`src/rtl/ex_operand_issue.sv`:
```
// ID/EX issue stage: decodes an RV32I subset into ALU operands and sideband,
// with a main register feeding the ALU and a skid register absorbing one stalled bundle.
module ex_operand_issue #(
   parameter int XLEN = 32
) (
   input  logic            clk,
   input  logic            rst_n,
   input  logic            flush,
   input  logic            in_valid,
   output logic            in_ready,
   input  logic [31:0]     in_instr,
   input  logic [XLEN-1:0] in_rs1_data,
   input  logic [XLEN-1:0] in_rs2_data,
   output logic            out_valid,
   input  logic            out_ready,
   output logic [XLEN-1:0] out_in1,
   output logic [XLEN-1:0] out_in2,
   output logic [3:0]      out_alu_control,
   output logic [4:0]      out_rd,
   output logic            out_reg_write,
   output logic            out_is_branch,
   output logic            out_illegal
);

   localparam logic [3:0] ALU_AND = 4'b0000;
   localparam logic [3:0] ALU_OR  = 4'b0001;
   localparam logic [3:0] ALU_ADD = 4'b0010;
   localparam logic [3:0] ALU_SUB = 4'b0100;
   localparam logic [3:0] ALU_SLT = 4'b1000;

   typedef struct packed {
      logic [XLEN-1:0] in1;
      logic [XLEN-1:0] in2;
      logic [3:0]      alu;
      logic [4:0]      rd;
      logic            reg_write;
      logic            is_branch;
      logic            illegal;
   } bundle_t;

   // Handshake: a bundle moves upstream->stage when in_valid && in_ready, and
   // stage->ALU when out_valid && out_ready; in_ready depends only on held state.

   logic [6:0]      opcode;
   logic [2:0]      funct3;
   logic [6:0]      funct7;
   logic [4:0]      rd_field;
   logic [XLEN-1:0] imm_i;
   logic [XLEN-1:0] imm_s;
   logic            unused_rs1_field;

   assign opcode   = in_instr[6:0];
   assign funct3   = in_instr[14:12];
   assign funct7   = in_instr[31:25];
   assign rd_field = in_instr[11:7];
   assign imm_i    = {{(XLEN-12){in_instr[31]}}, in_instr[31:20]};
   assign imm_s    = {{(XLEN-12){in_instr[31]}}, in_instr[31:25], in_instr[11:7]};
   assign unused_rs1_field = ^in_instr[19:15];

   logic            legal;
   logic [3:0]      alu_sel;
   logic [XLEN-1:0] op2;
   logic            writes_rd;
   logic            branch;
   bundle_t         dec;

   always_comb begin
      legal     = 1'b0;
      alu_sel   = ALU_ADD;
      op2       = in_rs2_data;
      writes_rd = 1'b0;
      branch    = 1'b0;
      case (opcode)
         7'b0110011: begin
            writes_rd = 1'b1;
            if (funct7 == 7'b0000000) begin
               legal = 1'b1;
               case (funct3)
                  3'b000:  alu_sel = ALU_ADD;
                  3'b111:  alu_sel = ALU_AND;
                  3'b110:  alu_sel = ALU_OR;
                  3'b010:  alu_sel = ALU_SLT;
                  default: legal   = 1'b0;
               endcase
            end else if (funct7 == 7'b0100000 && funct3 == 3'b000) begin
               legal   = 1'b1;
               alu_sel = ALU_SUB;
            end
         end
         7'b0010011: begin
            writes_rd = 1'b1;
            op2       = imm_i;
            legal     = 1'b1;
            case (funct3)
               3'b000:  alu_sel = ALU_ADD;
               3'b111:  alu_sel = ALU_AND;
               3'b110:  alu_sel = ALU_OR;
               3'b010:  alu_sel = ALU_SLT;
               default: legal   = 1'b0;
            endcase
         end
         7'b0000011: begin
            writes_rd = 1'b1;
            op2       = imm_i;
            legal     = (funct3 == 3'b010);
         end
         7'b0100011: begin
            op2   = imm_s;
            legal = (funct3 == 3'b010);
         end
         7'b1100011: begin
            alu_sel = ALU_SUB;
            branch  = 1'b1;
            legal   = (funct3 == 3'b000);
         end
         default: legal = 1'b0;
      endcase

      // Illegal words still issue as a zeroed ADD so the EX stage can trap on them.
      dec = '0;
      if (legal) begin
         dec.in1       = in_rs1_data;
         dec.in2       = op2;
         dec.alu       = alu_sel;
         dec.rd        = writes_rd ? rd_field : 5'd0;
         dec.reg_write = writes_rd && (rd_field != 5'd0);
         dec.is_branch = branch;
      end else begin
         dec.alu     = ALU_ADD;
         dec.illegal = 1'b1;
      end
   end

   bundle_t m_q;
   bundle_t s_q;
   logic    m_valid;
   logic    s_valid;
   logic    accept;

   assign in_ready = !s_valid;
   assign accept   = in_valid && in_ready;

   always_ff @(posedge clk or negedge rst_n) begin
      if (!rst_n) begin
         m_q     <= '0;
         s_q     <= '0;
         m_valid <= 1'b0;
         s_valid <= 1'b0;
      end else if (flush) begin
         m_valid <= 1'b0;
         s_valid <= 1'b0;
      end else if (!m_valid || out_ready) begin
         // Skid entry is always older than the incoming bundle, so it drains first.
         if (s_valid) begin
            m_q     <= s_q;
            m_valid <= 1'b1;
         end else if (accept) begin
            m_q     <= dec;
            m_valid <= 1'b1;
         end else begin
            m_valid <= 1'b0;
         end
         s_valid <= 1'b0;
      end else if (accept) begin
         s_q     <= dec;
         s_valid <= 1'b1;
      end
   end

   assign out_valid       = m_valid;
   assign out_in1         = m_q.in1;
   assign out_in2         = m_q.in2;
   assign out_alu_control = m_q.alu;
   assign out_rd          = m_q.rd;
   assign out_reg_write   = m_q.reg_write;
   assign out_is_branch   = m_q.is_branch;
   assign out_illegal     = m_q.illegal;

endmodule

```
`config.mk`:
```
export PLATFORM = sky130hd
export DESIGN_NAME = ex_operand_issue
export DESIGN_NICKNAME = d
export VERILOG_FILES = /design/src/rtl/ex_operand_issue.sv
export SDC_FILE = /design/constraint.sdc
export NUM_CORES = 1
export LEC_CHECK = 0
export BUFFER_PORTS_ARGS = -buffer_cell sky130_fd_sc_hd__buf_2
export CAP_MARGIN = 20
export CORE_MARGIN = 2
export CORE_UTILIZATION = 53
export DETAILED_ROUTE_END_ITERATION = 12
export PLACE_DENSITY = 0.76
export SLEW_MARGIN = 10
export SYNTH_ARGS = -nofsm -noshare
export SYNTH_HDL_FRONTEND = slang
export SYNTH_SLANG_ARGS = --single-unit
export TNS_END_PERCENT = 20
```
`constraint.sdc`:
```
create_clock -name clk -period 3.1 [get_ports clk]
set_input_delay 0.31 -clock clk [delete_from_list [all_inputs] [get_ports clk]]
set_output_delay 0.31 -clock clk [all_outputs]
set_load 0.01 [all_outputs]
```
==> impl_summary.txt, run 1 <==
----------------------------------------------------
[Timing]
  F_max ... approximately 400 MHz
  Final min period ... 2510 ps
  Worst Skew ... 6.54 ps
  Fin crit share ... 0.810
  Number of hold violations in the final report ... 0
  Number of setup violations in the final report ... 0
  Final setup TNS ... 0 ps
  Worst slew margin relative to its limit ... 0.446
  Final hold slack ... 124 ps
  Transition time at the pin with the least slew margin ... 830 ps
  Worst Setup Slack, final ... 589 ps
  Unrepaired setup endpoints after global routing ... false
  Max Slew Vio Count ... 0

[Worst setup path]
  Worst Path Max Fanout ... 33
  Worst r2r path cells ... 5
  Launching element of the worst setup path ... s_valid$_DFFE_PN0P_
  Kind of launch point of the worst setup path ... flip-flop
  Timing endpoint of the critical path ... out_in1[10]$_DFFE_PN0P_
  Reg2Reg Capture Point ... out_in1[10]$_DFFE_PN0P_
  Required time worst endpoint ... 3450 ps
  Type of the setup path with the least slack ... reg -> reg
  Reg2Reg Launch Point ... s_valid$_DFFE_PN0P_
  Data arrival time of the critical path ... roughly 2900 ps
  Critical Path End Type ... flip-flop
  Reg2Reg Setup Slack ... 590 ps

[Layout]
  Combined area of the multi-input logic cells ... 0.00280 mm2
  Area grow syn2layout ... 19.3%
  Most frequent cells in the layout ... 172 x buf_2, 153 x dfrtp_1, 119 x nand2_1, 63 x a21oi_1, 52 x o21ai_0
  Area taken by flip-flops and latches ... 0.00385 mm2
  Nets ... 953
  Filler instances ... 1097
  Most common cell after layout, fill and taps aside ... buf_2
  Post-route insts no fill ... 1039
  Layout cells sized above 1 ... 0.266

[Power]
  Worst IR drop on VDD ... 379 uV
  Leakage dissipation ... 0.00414 uW
  Net switching fraction of the power ... 0.246
  Clock network fraction of design power ... 0.410
  PD cells ... 531 mW/mm2
  Combinational share of power ... 0.110
  Internal power ... 3380 uW
  Total design power ... 4480 uW
  Part of the power in registers ... 0.480
  Switching power total ... 1100 uW

[Logic synthesis]
  Yosys cell types ... 46
  Total number of yosys warnings ... 0
  Post-Syn Area per Cell ... 10.1 um2
  Async set or reset register ratio after synthesis ... 1.00
  Synthesis-stage register bit count ... 154
  Cell count after synthesis ... 702
  Largest family of logic cells by synthesized area ... compound AO/OA/AOI/OAI gates
  Share of the synthesized area in compound gates (AO/OA/AOI/OAI) ... 0.230
  Count of flip-flops with a built-in enable after synthesis ... 0
  Leading register cell type out of synthesis ... dfrtp_1
  Sequential area share after synthesis ... 0.545
  Simple-Gate Fraction of Synth Area ... 0.155
  Post-Synth Adder-Cell Area ... 0
  Synth Area in XOR/XNOR ... 0
  Mux cell area share after synthesis ... 0.00849
  Net count of the mapped netlist ... 803
  Synthesized area ... between 0.007 and 0.008 mm2

[Die]
  Initial core utilization ... 0.539
  Placeable Area ... 0.0131 mm2
  Chip width ... 120 um
  Die Span Y ... 120 um
  Site Rows ... 42
  Die area ... 0.0143 mm2
  Number of I/O pins ... 179

[Place]
  Weighted congestion at the end of routability-driven global placement ... 0.901
  Buffers added on ports ... around 170
  Detailed-placement wirelength estimate ... 12300 um
  Pre-CTS worst setup slack ... 310 ps
  Number of cells after detailed placement ... 1007

[Global route]
  Number of global-route vias before repair ... 6263
  Pin count of the biggest net entering global routing ... 85
  Grt total ovfl ... 0
  Total routing resource utilization after global routing ... 0.280
  Number of antenna violations at the first check in global routing ... 2
  Wire length of the first global-routing pass ... roughly 32000 um

[Clock tree]
  Count of H-tree levels built during CTS ... 4
  CTS tree ... yes
  Number of CTS-inserted buffers ... 17
  Insertion delay to the later sink of the worst-skew pair ... 420 ps
  Cell at the root of the clock tree ... clkbuf_16
  Clock-pin slew on the worst setup and hold paths ... 60 ps
  Sink count of the clock tree ... approximately 150
  Max Buffers Root-to-Sink ... 2

[Drt]
  DR vias ... 6372
  Per-cell via count in the routed design ... around 6.1
  Antenna violation net count after detailed routing ... 0
  DR pass1 iterations ... 5
  Post-detailed-routing wire length ... slightly below 20000 um
  Remaining design rule violation count ... 0
  Routed len/inst ... 18.6 um
  Detailed Route Iter0 Violations ... 613

[Job]
  # Max-Cap Violations ... 0

[Run status]
  Run status ... finished, final reports clean

[Worst hold path]
  Worst min path class ... in -> reg
  Origin of the worst min-delay path ... flush

----------------------------------------------------
## area by class of cell
class | count | share of cell area
Antenna cell | 2 | 0.000593
Clock buffer | 25 | 0.0587
Multi-Input combinational cell | 482 | 0.332
Timing Repair Buffer | 192 | 0.122
Tap cell | 176 | 0.0261
Clock inverter | 3 | 0.00208
Inverter | 5 | 0.00222
Sequential cell | 154 | 0.457
## flip-flops by register name, summed over array words and instances, names as in the netlist
signal	count
out_rd	5
out_is_branch	1
out_reg_write	1
s_valid	1
out_valid	1
out_alu_control	4
out_in2	32
out_illegal	1
s_q	76
out_in1	32
## how the worst min path moves through the flow
stage / to / slack (ps) / cells after the start
2_1_floorplan: out_alu_control[0]$_DFFE_PN0P_ / 10 / 0
3_3_place_gp: out_in2[11]$_DFFE_PN0P_ / 400 / 1
3_5_place_dp: s_q[23]$_DFFE_PN0P_ / 410 / 1
4_1_cts: out_valid$_DFFE_PN0N_ / 110 / 2
5_1_grt: s_valid$_DFFE_PN0P_ / 130 / 2
6_report: out_valid$_DFFE_PN0N_ / 120 / 2
## logic make-up (layout without fill, tap and decap cells)
logic type | after synthesis | after routing
DFF | 154 | 154
AOI/OAI and AO/OA | 241 | 241
other | 0 | 2
and+or+nand+nor | 235 | 235
buffers and inverters | 66 | 225
muxes | 6 | 6
## through the flow
step / area [um2] / util
final: 8440 / 0.642
after global routing: 8440 / 0.642
after CTS: 8410 / 0.640
after detailed placement: 7890 / 0.601
after global placement: 7890 / 0.601
after floorplan: 7080 / -
## power groups by stage
stage / sequential, uW / clock [uW] / combinational (uW)
detailed placement: 2190 / 0 / 488
finish: 2150 / 1840 / 490
floorplan: 2220 / 0 / 205
CTS: 2150 / 1870 / 492
global placement: 2180 / 0 / 470
global route: 2160 / 1970 / 539
## synthesized netlist by cell type (all sizes together) (3+ instances only)
| master | count | area, um2 |
|---|---|---|
| a21oi | 64 | 324 |
| a221o | 32 | 320 |
| a221oi | 5 | 43.8 |
| a32o | 5 | 50.1 |
| and3 | 40 | 250 |
| buf | 10 | 87.6 |
| clkbuf | 51 | 332 |
| dfrtp | 154 | 3850 |
| inv | 5 | 18.8 |
| mux2i | 6 | 60.1 |
| nand2 | 121 | 457 |
| nand2b | 3 | 18.8 |
| nand3 | 7 | 35.0 |
| nor2 | 41 | 154 |
| nor3 | 5 | 25.0 |
| o211ai | 3 | 22.5 |
| o21a | 5 | 37.5 |
| o21ai | 52 | 260 |
| o22ai | 33 | 206 |
| o31ai | 34 | 255 |
## critical path, cell delays in order, from the launching register on
cell,delay (ps)
dfrtp_2,660
nor2_1,180
or3_2,570
a2111oi_4,350
buf_4,420
a221o_1,240
## layer usage
layer / GRT usage / vias to the layer above / part of all wire
li1: - / 2867 / -
met1: 0.375 / 3145 / 0.41
met2: 0.458 / 323 / 0.49
met3: 0.0518 / 37 / 0.078
met4: 0.107 / 0 / 0.023
met5: 0 / - / 0
## timing repair
item / 4_1_cts / 5_1_grt
hold buffers: 1 / 0
endpoints found under the hold margin: 81 / 0
buffers inserted: 0 / 0
resized for setup: 0 / 0
Power figures use the tool's default switching activity.
==> run 2, diff against run 1 <==
clock period = 2.6 ns   (was 3.1 ns; I/O delays follow)
==> run 2 against run 1 <==
  * Sequential share of layout area down 0.75 points
  * Combinational power up 21%
  * Global-route usage down 0.19 points
  * Register-to-register slack worse by 130 ps
  * Flip-flop and latch count unchanged
  * Power up 26%
  * Non-clock buffer count up 2
  * Fmax up 17%
  * Clock power up 36%
  * Hold slack worse by 58 ps
  * Final cell count up 0.77%
  * Largest cell class unchanged
  * Largest power group unchanged
  * Highest routed layer is now met5
==> impl_summary.txt, run 2 (synthesis results as in run 1) <==
----------------------------------------------------
[Clock tree]
  Sink count of the clock tree ... 154 (unchanged)
  CTS Hold Buffers Added ... 1 (unchanged)
  Insertion delay to the later sink of the worst-skew pair ... 420 ps (about the same)
  Number of CTS-inserted buffers ... 17 (unchanged)
  CTS tree ... yes (unchanged)
  Cell at the root of the clock tree ... clkbuf_16 (unchanged)
  Number of post-CTS setup repair buffers ... 0 (unchanged)
  Max Buffers Root-to-Sink ... 2 (unchanged)
  Count of H-tree levels built during CTS ... 4 (unchanged)
  Resized cells post-CTS ... 0 (unchanged)
  Clock-pin slew on the worst setup and hold paths ... 60 ps (about the same)

[Layout]
  Most common cell after layout, fill and taps aside ... buf_2 (unchanged)
  Area grow syn2layout ... 21.3% (was 19.3%)
  Layout cells sized above 1 ... 0.273 (was 0.266)
  Register bank with the most flops ... s_q (unchanged)
  Nets ... 955 (was 953)
  Most frequent cells in the layout ... 172 x buf_2, 153 x dfrtp_1, 119 x nand2_1, 63 x a21oi_1, 52 x o21ai_0 (unchanged)
  Post-route insts no fill ... 1047 (was 1039)
  Filler instances ... 1096 (was 1097)
  Number of flip-flops under the largest register name ... 76 (unchanged)

[Die]
  Initial core utilization ... 0.539 (unchanged)
  Chip width ... 120 um (unchanged)
  Die Span Y ... 120 um (unchanged)
  Die area ... 0.0143 mm2 (unchanged)
  Number of I/O pins ... 179 (unchanged)
  Placeable Area ... 0.0131 mm2 (unchanged)
  Site Rows ... 42 (unchanged)

[Worst setup path]
  Number of buffer and inverter instances along the worst setup path ... 1 (unchanged)
  Type of the setup path with the least slack ... reg -> reg (unchanged)
  Worst r2r path cells ... 5 (unchanged)
  Kind of launch point of the worst setup path ... flip-flop (unchanged)
  Data arrival time of the critical path ... 2480 ps (was 2860 ps)
  Critical Path Slowest Stage Cell ... or3_2 (was dfrtp_2)
  Logic depth of the worst setup path including buffers ... 5 (unchanged)
  Slowest Stage Delay on Critical Path ... 590 ps (was 660 ps)
  Critical Path End Type ... flip-flop (unchanged)
  Required time worst endpoint ... 2940 ps (was 3450 ps)
  Cell-by-cell listing of the critical path ... nor2b_1, or3_2, a2111o_1, buf_4, o22ai_1 (was nor2_1, or3_2, a2111oi_4, buf_4, a221o_1)
  Category of cells accounting for the largest share of critical-path delay ... simple AND/OR/NAND/NOR gates (unchanged)
  Worst Path Max Fanout ... 33 (unchanged)

[Power]
  Leakage dissipation ... 0.00420 uW (was 0.00414 uW)
  Internal power ... 4260 uW (was 3380 uW)
  Clock network fraction of design power ... 0.443 (was 0.410)
  Switching power total ... 1390 uW (was 1100 uW)
  Combinational share of power ... 0.104 (was 0.110)
  PD cells ... 659 mW/mm2 (was 531 mW/mm2)
  Net switching fraction of the power ... 0.247 (was 0.246)
  Part of the power in registers ... 0.453 (was 0.480)
  Worst IR drop on VDD ... 465 uV (was 379 uV)
  Total design power ... 5660 uW (was 4480 uW)

[Timing]
  Final hold slack ... 66.0 ps (was 124 ps)
  Max Slew Vio Count ... 0 (unchanged)
  Number of setup violations in the final report ... 0 (unchanged)
  Final setup TNS ... 0 ps (unchanged)
  Transition time at the pin with the least slew margin ... 545 ps (was 830 ps)
  Number of hold violations in the final report ... 0 (unchanged)
  F_max ... 468 MHz (was 398 MHz)
  Worst Skew ... 6.34 ps (was 6.54 ps)
  Worst slew margin relative to its limit ... 0.636 (was 0.446)
  Unrepaired setup endpoints after global routing ... false (unchanged)
  Fin crit share ... 0.822 (was 0.810)
  Final min period ... 2140 ps (was 2510 ps)
  Worst Setup Slack, final ... 462 ps (was 589 ps)

[Job]
  # Max-Cap Violations ... 0 (unchanged)

[Place]
  Detailed-placement wirelength estimate ... 12100 um (was 12300 um)
  Weighted congestion at the end of routability-driven global placement ... 0.922 (was 0.901)
  Number of cells after detailed placement ... 1010 (was 1007)
  Pre-CTS worst setup slack ... 192 ps (was 310 ps)
  Buffers added on ports ... 173 (unchanged)

[Drt]
  Detailed Route Iter0 Violations ... 580 (was 613)
  Routed len/inst ... 18.6 um (about the same)
  DR vias ... 6283 (was 6372)
  Per-cell via count in the routed design ... 6.00 (was 6.13)
  DR pass1 iterations ... 4 (was 5)
  Post-detailed-routing wire length ... 19400 um (was 19300 um)
  Antenna violation net count after detailed routing ... 0 (unchanged)
  Remaining design rule violation count ... 0 (unchanged)

[Global route]
  Grt total ovfl ... 0 (unchanged)
  Number of antenna violations at the first check in global routing ... 5 (was 2)
  Total routing resource utilization after global routing ... 0.279 (was 0.280)
  Pin count of the biggest net entering global routing ... 76 (was 85)
  Wire length of the first global-routing pass ... 31500 um (was 31900 um)
  Number of global-route vias before repair ... 6340 (was 6263)

[Worst hold path]
  Cell depth of the worst min-delay path ... 2 (unchanged)
  Worst min path class ... in -> reg (unchanged)

[Run status]
  Run status ... finished, final reports clean (unchanged)

----------------------------------------------------
==> run 2: routing by layer <==
| layer | up-vias | wire length (um) | share of wire | GRT usage |
|---|---|---|---|---|
| li1 | 2873 | - | - | - |
| met1 | 3121 | 8310 | 0.43 | 0.362 |
| met2 | 248 | 9340 | 0.48 | 0.441 |
| met3 | 39 | 1280 | 0.066 | 0.0718 |
| met4 | 2 | 485 | 0.025 | 0.128 |
| met5 | - | 14 | 0.00072 | 0 |
==> run 2: per-stage QoR <==
stage               instance area (um2)   util
floorplan                          7080      -
global placement                   7960  0.606
detailed placement                 7960  0.606
CTS                                8570  0.652
global route                       8580  0.653
finish                             8580  0.653
==> run 2: path summary, 6_finish.rpt <==
path	startpoint	endpoint	slack (ps)
max	out_valid$_DFFE_PN0N_	out_in2[27]$_DFFE_PN0P_	460
min	flush	s_valid$_DFFE_PN0P_	70
max reg2reg	out_valid$_DFFE_PN0N_	out_in2[27]$_DFFE_PN0P_	460
min reg2reg	s_q[71]$_DFFE_PN0P_	s_q[71]$_DFFE_PN0P_	470
min in group asynchronous	rst_n	s_q[18]$_DFFE_PN0P_	330
max in group asynchronous	rst_n	out_in2[23]$_DFFE_PN0P_	1430
==> run 2: layout make-up <==
cell class / instances / area (um2) / share of cell area
tap: 176 / 220 / 0.0257
sequential: 154 / 3850 / 0.449
antenna: 4 / 10.0 / 0.00117
timing repair buffer: 194 / 1080 / 0.126
clock buffer: 20 / 447 / 0.0521
clock inverter: 12 / 149 / 0.0174
multi-input combinational: 482 / 2800 / 0.326
inverter: 5 / 18.8 / 0.00219
==> run 2: power groups by stage <==
stage | clock [uW] | sequential, uW | combinational, uW
after floorplan | 0 | 2640 | 244
after global placement | 0 | 2600 | 569
after detailed placement | 0 | 2600 | 588
after CTS | 2530 | 2560 | 592
after global routing | 2650 | 2570 | 650
final | 2500 | 2560 | 591
==> run 3, diff against run 2 <==
clock period = 2.14 ns   (was 2.6 ns; I/O delays follow)
==> run 3 against run 2 <==
  * Utilization up 1.8 points
  * Combinational power up 27%
  * Final cell count up 1.5%
  * Sequential power up 22%
  * Global-route usage down 0.49 points
  * First-iteration DRC count down 6.7%
  * Via count up 2.3%
  * Clock power up 24%
  * Critical endpoint is now out_in2[24]$_DFFE_PN0P_
  * Largest cell class unchanged
  * Highest routed layer is now met4
==> impl_summary.txt, run 3 (synthesis results as in run 1) <==
----------------------------------------------------
[Run status]
  Run status ... finished, final reports clean (unchanged)

[Timing]
  Number of hold violations in the final report ... 0 (unchanged)
  Transition time at the pin with the least slew margin ... 634 ps (was 545 ps)
  Worst Skew ... 7.41 ps (was 6.34 ps)
  Max Slew Vio Count ... 0 (unchanged)
  Fin crit share ... 0.886 (was 0.822)
  Unrepaired setup endpoints after global routing ... false (unchanged)
  Final min period ... 1900 ps (was 2140 ps)
  Worst slew margin relative to its limit ... 0.577 (was 0.636)
  F_max ... 527 MHz (was 468 MHz)
  Number of setup violations in the final report ... 0 (unchanged)
  Worst Setup Slack, final ... 243 ps (was 462 ps)

[Drt]
  DR vias ... 6429 (was 6283)
  Post-detailed-routing wire length ... 19300 um (was 19400 um)
  Antenna violation net count after detailed routing ... 0 (unchanged)
  Detailed Route Iter0 Violations ... 541 (was 580)
  Routed len/inst ... 18.1 um (was 18.6 um)
  DR pass1 iterations ... 5 (was 4)
  Remaining design rule violation count ... 0 (unchanged)
  Per-cell via count in the routed design ... 6.05 (was 6.00)

[Power]
  PD cells ... 789 mW/mm2 (was 659 mW/mm2)
  Worst IR drop on VDD ... 480 uV (was 465 uV)
  Leakage dissipation ... 0.00434 uW (was 0.00420 uW)
  Total design power ... 6960 uW (was 5660 uW)

[Worst setup path]
  Critical Path End Type ... flip-flop (unchanged)
  Required time worst endpoint ... 2480 ps (was 2940 ps)
  Kind of launch point of the worst setup path ... flip-flop (unchanged)
  Data arrival time of the critical path ... 2240 ps (was 2480 ps)
  Worst r2r path cells ... 5 (unchanged)
  Worst Path Max Fanout ... 33 (unchanged)
  Type of the setup path with the least slack ... reg -> reg (unchanged)

[Layout]
  Area grow syn2layout ... 24.6% (was 21.3%)
  Nets ... 973 (was 955)
  Most frequent cells in the layout ... 172 x buf_2, 153 x dfrtp_1, 119 x nand2_1, 63 x a21oi_1, 51 x o21ai_0 (was 172 x buf_2, 153 x dfrtp_1, 119 x nand2_1, 63 x a21oi_1, 52 x o21ai_0)
  Layout cells sized above 1 ... 0.290 (was 0.273)
  Cell area after layout ... 0.00882 mm2 (was 0.00858 mm2)
  Number of flip-flops under the largest register name ... 76 (unchanged)
  Register bank with the most flops ... s_q (unchanged)
  Filler instances ... 1056 (was 1096)
  Most common cell after layout, fill and taps aside ... buf_2 (unchanged)

[Worst hold path]
  Worst min path class ... in -> reg (unchanged)
  Cell depth of the worst min-delay path ... 2 (unchanged)

[Clock tree]
  Count of H-tree levels built during CTS ... 4 (unchanged)
  Cell at the root of the clock tree ... clkbuf_16 (unchanged)
  Number of post-CTS setup repair buffers ... 0 (unchanged)
  Sink count of the clock tree ... 154 (unchanged)
  Max Buffers Root-to-Sink ... 2 (unchanged)
  Number of CTS-inserted buffers ... 17 (unchanged)
  CTS tree ... yes (unchanged)
  Clock-pin slew on the worst setup and hold paths ... 60 ps (about the same)
  Insertion delay to the later sink of the worst-skew pair ... 420 ps (about the same)

[Global route]
  Total routing resource utilization after global routing ... 0.274 (was 0.279)
  Pin count of the biggest net entering global routing ... 88 (was 76)
  Wire length of the first global-routing pass ... 31400 um (was 31500 um)
  Number of global-route vias before repair ... 6259 (was 6340)
  Number of antenna violations at the first check in global routing ... 2 (was 5)
  Grt total ovfl ... 0 (unchanged)

[Die]
  Placeable Area ... 0.0131 mm2 (unchanged)
  Number of I/O pins ... 179 (unchanged)
  Site Rows ... 42 (unchanged)
  Initial core utilization ... 0.539 (unchanged)
  Die Span Y ... 120 um (unchanged)
  Die area ... 0.0143 mm2 (unchanged)
  Chip width ... 120 um (unchanged)

[Job]
  # Max-Cap Violations ... 0 (unchanged)

[Place]
  Weighted congestion at the end of routability-driven global placement ... 1.01 (was 0.922)
  Buffers added on ports ... 173 (unchanged)
  Area of placed instances ... 0.00817 mm2 (was 0.00796 mm2)
  Pre-CTS worst setup slack ... -141 ps (was 192 ps)
  Detailed-placement wirelength estimate ... 12400 um (was 12100 um)

----------------------------------------------------
-- run 3: what timing repair did --
| item | CTS | global route |
|---|---|---|
| hold endpoints to repair | 155 | 0 |
| resized for setup | 0 | 4 |
| endpoints found under the setup margin | 0 | 3 |
| hold buffers | 2 | 0 |
-- run 3: worst max-delay path, cell delays in order, from the launching register on --
cell and delay, ps:
dfrtp_1 390, nor2b_1 160, or3_4 410, a2111o_1 450
buf_12 190, o22ai_1 190
-- run 3: where the power goes --
group	total (uW)	internal [uW]	switching, uW
Sequential	3120	3040	76.0
Clock	3090	1920	1180
Combinational	748	308	439
-- run 3: through the flow --
stage                     TNS, ps  hold WS, ps  utilization  std cells
after global placement      -3060       -0.502        0.622       1027
after CTS                       0         20.3        0.670       1061
final                           0         31.0        0.671       1063
after global routing            0         32.7        0.671       1062
after detailed placement    -8590       -0.916        0.622       1027
after floorplan                 0        -81.6            -        702
-- run 3: cell type report --
type,count,area (um2),area share
antenna,2,5.00,0.000568
timing repair buffer,212,1300,0.147
multi-input combinational,482,2810,0.318
tap,176,220,0.0250
sequential,154,3850,0.437
inverter,5,18.8,0.00213
clock buffer,20,467,0.0529
clock inverter,12,145,0.0165
-- run 3: layer usage --
metal | GRT usage | vias to the layer above | part of all wire
met4 | 0.102 | 0 | 0.020
met5 | 0 | - | 0
met2 | 0.448 | 273 | 0.49
met3 | 0.0556 | 35 | 0.072
li1 | - | 2913 | -
met1 | 0.363 | 3208 | 0.42
-- run 3: final timing paths --
path | start | end | slack [ps]
worst max-delay path | out_valid$_DFFE_PN0N_ | out_in2[24]$_DFFE_PN0P_ | 240
worst min-delay path | in_rs1_data[2] | out_in1[2]$_DFFE_PN0P_ | 30
worst max register to register | out_valid$_DFFE_PN0N_ | out_in2[24]$_DFFE_PN0P_ | 240
worst min register to register | s_q[4]$_DFFE_PN0P_ | s_q[4]$_DFFE_PN0P_ | 470
max in group asynchronous | rst_n | out_in1[7]$_DFFE_PN0P_ | 1370
min in group asynchronous | rst_n | out_in2[11]$_DFFE_PN0P_ | 130
